--- src/rtl/tdes_sequencer.sv ---
`default_nettype none
// ============================================================================
// Module   : tdes_sequencer
// Purpose  : Runs one iterative DES core three times per block (two-key 3DES:
//            EDE / DED). Define THREE_KEY_EN to add in_key3 for pass 2.
// Revision : 1.0  initial release
// ============================================================================
module tdes_sequencer #(
    parameter int DATA_W  = 64,
    parameter int KEY_W   = 56,
    parameter int TIMEOUT = 256
) (
    input  logic              clk,
    input  logic              rst_n,
    input  logic              in_valid,
    output logic              in_ready,
    input  logic              in_e,
    input  logic [KEY_W-1:0]  in_key1,
    input  logic [KEY_W-1:0]  in_key2,
`ifdef THREE_KEY_EN
    input  logic [KEY_W-1:0]  in_key3,
`endif
    input  logic [DATA_W-1:0] in_data,
    output logic              out_valid,
    input  logic              out_ready,
    output logic [DATA_W-1:0] out_data,
    output logic              out_err,
    output logic              busy,
    output logic              des_start,
    output logic              des_e,
    output logic [KEY_W-1:0]  des_key,
    output logic [DATA_W-1:0] des_in,
    input  logic              des_done,
    input  logic [DATA_W-1:0] des_out
);

    localparam int c_cnt_w = $clog2(TIMEOUT + 1);
    localparam logic [c_cnt_w-1:0] c_cnt_last = c_cnt_w'(TIMEOUT - 1);

    typedef enum logic [1:0] {
        IDLE  = 2'd0,
        ISSUE = 2'd1,
        WAIT  = 2'd2,
        OUT   = 2'd3
    } state_t;

    state_t              r_state;
    state_t              w_state_nxt;
    logic [1:0]          r_pass;
    logic                r_e;
    logic [KEY_W-1:0]    r_key1;
    logic [KEY_W-1:0]    r_key2;
`ifdef THREE_KEY_EN
    logic [KEY_W-1:0]    r_key3;
`endif
    logic [DATA_W-1:0]   r_work;
    logic [c_cnt_w-1:0]  r_cnt;
    logic                r_err;
    logic                w_core_active;
    logic [KEY_W-1:0]    w_pass_key;

    always_ff @(posedge clk) begin
        if (!rst_n) begin
            r_state <= IDLE;
            r_pass  <= 2'd0;
            r_e     <= 1'b0;
            r_key1  <= '0;
            r_key2  <= '0;
`ifdef THREE_KEY_EN
            r_key3  <= '0;
`endif
            r_work  <= '0;
            r_cnt   <= '0;
            r_err   <= 1'b0;
        end else begin
            r_state <= w_state_nxt;
            case (r_state)
                IDLE: begin
                    if (in_valid) begin
                        r_e    <= in_e;
                        r_key1 <= in_key1;
                        r_key2 <= in_key2;
`ifdef THREE_KEY_EN
                        r_key3 <= in_key3;
`endif
                        r_work <= in_data;
                        r_pass <= 2'd0;
                        r_err  <= 1'b0;
                    end
                end
                ISSUE: r_cnt <= '0;
                WAIT: begin
                    if (des_done) begin
                        r_work <= des_out;
                        if (r_pass != 2'd2) begin
                            r_pass <= r_pass + 2'd1;
                        end
                    end else if (r_cnt == c_cnt_last) begin
                        // Abort keeps the last good intermediate block in r_work.
                        r_err <= 1'b1;
                    end else begin
                        r_cnt <= r_cnt + 1'b1;
                    end
                end
                OUT: begin
                    if (out_ready) begin
                        r_err <= 1'b0;
                    end
                end
                default: ;
            endcase
        end
    end

    always_comb begin
        w_state_nxt = r_state;
        case (r_state)
            IDLE:  if (in_valid && in_ready) w_state_nxt = ISSUE;
            ISSUE: w_state_nxt = WAIT;
            WAIT: begin
                if (des_done) begin
                    w_state_nxt = (r_pass == 2'd2) ? OUT : ISSUE;
                end else if (r_cnt == c_cnt_last) begin
                    w_state_nxt = OUT;
                end
            end
            OUT:   if (out_ready) w_state_nxt = IDLE;
            default: w_state_nxt = IDLE;
        endcase
    end

    // Middle pass uses key2 in the opposite direction; outer passes use key1 (or key3).
    always_comb begin
        w_pass_key = r_key1;
        if (r_pass == 2'd1) begin
            w_pass_key = r_key2;
        end else if (r_pass == 2'd2) begin
`ifdef THREE_KEY_EN
            w_pass_key = r_key3;
`else
            w_pass_key = r_key1;
`endif
        end
    end

    assign w_core_active = (r_state == ISSUE) || (r_state == WAIT);

    // Gating with rst_n keeps in_ready low for the whole reset interval.
    assign in_ready  = (r_state == IDLE) && rst_n;
    assign busy      = (r_state != IDLE);
    assign des_start = (r_state == ISSUE);
    assign des_e     = w_core_active && ((r_pass == 2'd1) ? ~r_e : r_e);
    assign des_key   = w_core_active ? w_pass_key : '0;
    assign des_in    = w_core_active ? r_work : '0;
    assign out_valid = (r_state == OUT);
    assign out_data  = (r_state == OUT) ? r_work : '0;
    assign out_err   = (r_state == OUT) && r_err;

endmodule
`default_nettype wire

--- config.mk ---
export PLATFORM = sky130hd
export DESIGN_NAME = tdes_sequencer
export DESIGN_NICKNAME = d
export VERILOG_FILES = /design/src/rtl/tdes_sequencer.sv
export SDC_FILE = /design/constraint.sdc
export NUM_CORES = 1
export LEC_CHECK = 0
export ABC_AREA = 1
export CAP_MARGIN = 20
export CORE_ASPECT_RATIO = 0.8
export CORE_MARGIN = 2
export CORE_UTILIZATION = 35
export DETAILED_ROUTE_END_ITERATION = 6
export GPL_ROUTABILITY_DRIVEN = 0
export PLACE_DENSITY = 0.72
export SYNTH_ARGS = -nofsm -noshare
export SYNTH_HDL_FRONTEND = slang
export SYNTH_SLANG_ARGS = --single-unit
--- constraint.sdc ---
create_clock -name clk -period 4.5 [get_ports clk]
set_input_delay 1.35 -clock clk [delete_from_list [all_inputs] [get_ports clk]]
set_output_delay 1.35 -clock clk [all_outputs]
set_load 0.02 [all_outputs]
# [Word-level counts from Yosys, hierarchy flattened]
# Index checks and enable logic that the tools add are counted.
# Widths: inputs -> output; s select.
[op_classes] add_sub_neg=2 n_eq_ne=16 n_mux=26 n_bitwise=1 n_reduce_logical=16
[op_table] cell="$mux 64" count=4
[op_table] cell="$pmux 64 s2" count=1
[op_table] cell="$mux 56" count=2
[op_table] cell="$mux 9" count=2
[op_table] cell="$pmux 9 s2" count=1
[op_table] cell="$mux 2" count=8
[op_table] cell="$ne 2x2->1 const B" count=8
[op_table] cell="$add 9x1->9 const B" count=1
[op_table] cell="$eq 9x8->1 const B" count=1
[op_table] cell="$reduce_and 3->1" count=3
[op_table] cell="$pmux 2 s4" count=1
[op_table] cell="$eq 2x2->1 const B" count=3
[op_table] cell="$reduce_bool 2->1" count=3
[op_table] cell="$mux 1" count=5
[op_table] cell="$reduce_and 5->1" count=1
[op_table] cell="$eq 2x1->1 const B" count=2
[op_table] cell="$logic_and 1x1->1" count=4
[op_table] cell="$pmux 2 s2" count=1
[op_table] cell="$reduce_and 4->1" count=1
[op_table] cell="$ne 3x3->1 const B" count=1
[op_table] cell="$pmux 1 s3" count=1
[op_table] cell="$reduce_bool 3->1" count=1
[op_table] cell="$add 2x1->2 const B" count=1
[op_table] cell="$logic_not 2->1" count=1
[op_table] cell="4 further kinds" count=4
[word_totals] reg_bits=191 out_inout_bits=190 elab_cells=69

# [Depth between registers and ports, before layout]
[logic_depth] word_depth=5 mapped_depth=11

# [Worst setup path after synthesis]
# No wires, ideal clock.
[synth_path] kind="input to output" start="input rst_n" end="output in_ready" arrival_ps=1932 required_ps=3150 path_slack_ps=1218 cell_stages=4 n_path_buf=2 cell_sequence="buf_2 -> buf_1 -> nand2_1 -> inv_1"
[synth_between] elab_chain_cells=1
[synth_rtl] element="from (decl)" line="14" text="input logic rst_n,"
[synth_rtl] element="$logic_and 1x1->1" line="149" text="assign in_ready = (r_state == IDLE) && rst_n;"
[synth_rtl] element="to (decl)" line="16" text="output logic in_ready,"
# No other way between the ends.

# [Worst setup path in the final report]
[layout_path] start="register r_state[0]" end="output des_key[6]"
[layout_between] elab_chain_cells=3
[layout_rtl] element="from (decl)" line="47" text="state_t r_state;"
[layout_rtl] element="from (signal assigned)" line="76" text="r_state <= w_state_nxt;"
[layout_rtl] element="$eq 2x1->1 or $eq 2x2->1 (tied branches)" line="146" text="assign w_core_active = (r_state == ISSUE) || (r_state == WAIT);"
[layout_rtl] element="$logic_or 1x1->1 (*)" line="146"
[layout_rtl] element="$mux 56 (*)" line="153" text="assign des_key = w_core_active ? w_pass_key : '0;"
[layout_rtl] element="to (decl)" line="31" text="output logic [KEY_W-1:0] des_key,"
# Every way passes the cells marked *; elsewhere a longest branch is shown, timed or not.

==> impl_metrics.toml <==
[outcome]
status = "complete, no violations"

[synthesis]
synthCells = 1566
async_reset_ff_share_pct = 0
yosysWarningCount = 0
synth_top_cells_by_count = "nor2_1 (359), nand2_1 (347), inv_1 (218), o21ai_0 (195), dfxtp_1 (191)"
avgSynthCellArea_um2 = 6.20
ys_top_cells_by_area = "dfxtp_1 (39%), nor2_1 (14%), nand2_1 (13%)"
synth-seq-cells = 191
synth.most_common_cell = "nor2_1"
syn-cell-area_um2 = 9710
synth_top_area_share_pct = 39.4
syn_nets = 1821
ys_types = 30
synth_edf_count = 0
yosys.area.top_type = "dfxtp_1"
synthFlopType = "dfxtp_1"
seq_area_frac_synth_pct = 39.4

[floorplan]
start_util_pct = 35.6
num_rows = 54
die_w_um = 190
core_area_um2 = 27300
io-pin-count = 436
dieArea_um2 = 29100
die_y_um = 153

[placement]
dpl-instance-area_um2 = 14100
portBuffers = 435
preCtsSetupSlack_ns = 0.895
post-dp-hpwl_um = 24200

[timing]
fin_crit_ns = 4.08
timing.setup.tns_ns = 0
hold_viol_final = 0
setup_viol = 0
fin_crit_sh_pct = 90.7
rsz0062_at_grt = "false"
fin_worst_skew_ns = 0.0177
whs_ns = 0.464
slew_headroom_pct = 35.7
worst_slew_pin_slew_ns = 0.965
setup_ws_ns = 0.418
drv_slew = 0
max_freq_mhz = 245

[clock_tree]
root_buffer = "clkbuf_16"
clkTransAtPathRegs_ns = 0.07
post_cts_buffers = 0
cts-htree-levels = 4
cts_tree = "done"
clock_latency_ns = 0.44
numClockSinks = 191
cts_hold_buf = 0
clk_path_buf_depth = 2
cts_resized = 0
cts_made_buffers = 17

[grt]
grt_pass1_vias = 9771
grt_pass1_wl_um = 52300
grt.total_usage_pct = 22.5
grt-ovfl-total = 0
grt_max_degree = 114
grt_antenna_before_repair = 0

[detailed_routing]
drc_errors = 0
met3WireLength_um = 2330
drt_pre_antenna_iters = 6
drt_iter0_markers = 683
wl_met1_um = 14400
ant_nets = 0
routed_wl_um = 33700
dr_total_vias = 10700
route.top_layer_used = "met4"
routed_via_density = 4.62
wl_per_cell_um = 14.6
wl_met2_um = 16300

[setup_path]
start_kind = "register"
crit_arrival_ns = 2.73
crit_buf_inv = 3
path_class = "register to output pin"
endpoint_kind = "output pin"
rrSetupSlack_ns = 1.80
worst-path-max-fanout = 30
path_delay_family = "buffers and inverters"
max_stage_delay_ns = 0.62
slowest_stage = "clkdlybuf4s50_1"
crit_chain = "inv_1 -> ha_4 -> buf_4 -> o21ai_0 -> nor2_1 -> clkdlybuf4s50_1"
worst-endpoint-required_ns = 3.15

[pwr]
p_comb_share_pct = 51.9
p_sw_mw = 3.88
seq_power_share_pct = 31.0
clkPwrFrac_pct = 17.1
internal-power_mw = 4.86
power_density_nw_per_um2 = 595
leakagePower_nw = 7.06
vdd_drop_max_mv = 0.407
switching_share_pct = 44.4

[final_layout]
final_area_um2 = 14700
fill_cells = 2690
nNetsFinal = 2186
final_util_pct = 53.8
multi_input_comb_area_um2 = 4500
drive_gt1_share_pct = 3.24
regArea_um2 = 3820
area_delta_synth_final_pct = 51.4
diodes = 0

[flow_run]
maxCapViolCount = 0

[min_path]
hp-class = "register to register"
-- metrics by stage --
stage / std cells / power [mW]
6_report: 2308 / 8.74
5_1_grt: 2308 / 9.41
3_5_place_dp: 2276 / 7.30
2_1_floorplan: 1566 / 5.58
4_1_cts: 2308 / 8.81
3_3_place_gp: 2276 / 7.21
-- cells in the final DEF (no fill, tap or decap), types with 4 or more instances in the layout --
| master | instances |
|---|---|
| a21oi_1 | 71 |
| buf_12 | 4 |
| buf_4 | 13 |
| clkbuf_16 | 17 |
| clkdlybuf4s50_1 | 434 |
| clkinv_2 | 4 |
| dfxtp_1 | 191 |
| ha_1 | 5 |
| inv_1 | 217 |
| nand2_1 | 347 |
| nand3_1 | 9 |
| nor2_1 | 359 |
| o21ai_0 | 195 |
| o21ai_1 | 44 |
-- power groups by stage --
stage               Sequential [mW]  Clock, mW  Combinational, mW
floorplan                      2.59          0               2.99
finish                         2.71       1.49               4.53
detailed placement             2.74          0               4.56
global route                   2.78       1.61               5.02
CTS                            2.70       1.54               4.57
global placement               2.72          0               4.49
-- kinds of logic after synthesis --
group / after synthesis / share of synthesized area, %
DFF: 191 / 39.4
AOI/OAI and AO/OA: 313 / 16.3
buffers and inverters: 325 / 14.5
xor gates and xnor gates: 1 / 0.0902
adders and majority gates: 9 / 1.16
and+or+nand+nor: 727 / 28.6
-- metal layers --
layer,global-route usage (%),vias to the layer above
li1,-,5478
met1,27.7,4813
met2,38.8,330
met3,5.40,49
met4,7.12,0
met5,0,-
-- worst register-to-register path, cell delays in order, from the launching register on --
cell,delay [ns]
dfxtp_1,0.35
inv_1,0.16
ha_2,0.24
buf_4,0.60
nand2_2,0.23
nand3_4,0.41
buf_4,0.35
o21ai_0,0.12
a21oi_1,0.16
-- final timing paths --
path,endpoint,cells after the start,from
max,des_key[6],6,r_state[0]$_SDFFE_PN0P_
min,r_work[36]$_SDFFE_PN0P_,2,r_work[36]$_SDFFE_PN0P_
max reg2reg,r_work[1]$_SDFFE_PN0P_,8,r_state[0]$_SDFFE_PN0P_
min reg2reg,r_work[36]$_SDFFE_PN0P_,2,r_work[36]$_SDFFE_PN0P_
-- sequential cells by signal, indices dropped and copies added, names as in the netlist --
signal and cells:
r_work 64, r_key1 56, r_key2 56, r_cnt 9, r_pass 2, r_state 2, r_e 1, r_err 1
-- area by class of cell --
type | instances | share of cell area (%)
inverters | 220 | 5.64
flip-flops and latches | 191 | 26.0
repair buffers | 451 | 30.8
multi-input cells | 1050 | 30.6
well taps | 364 | 3.10
clock buffers | 21 | 3.13
clock inverters | 11 | 0.732
(Power assumes the default switching activity.)
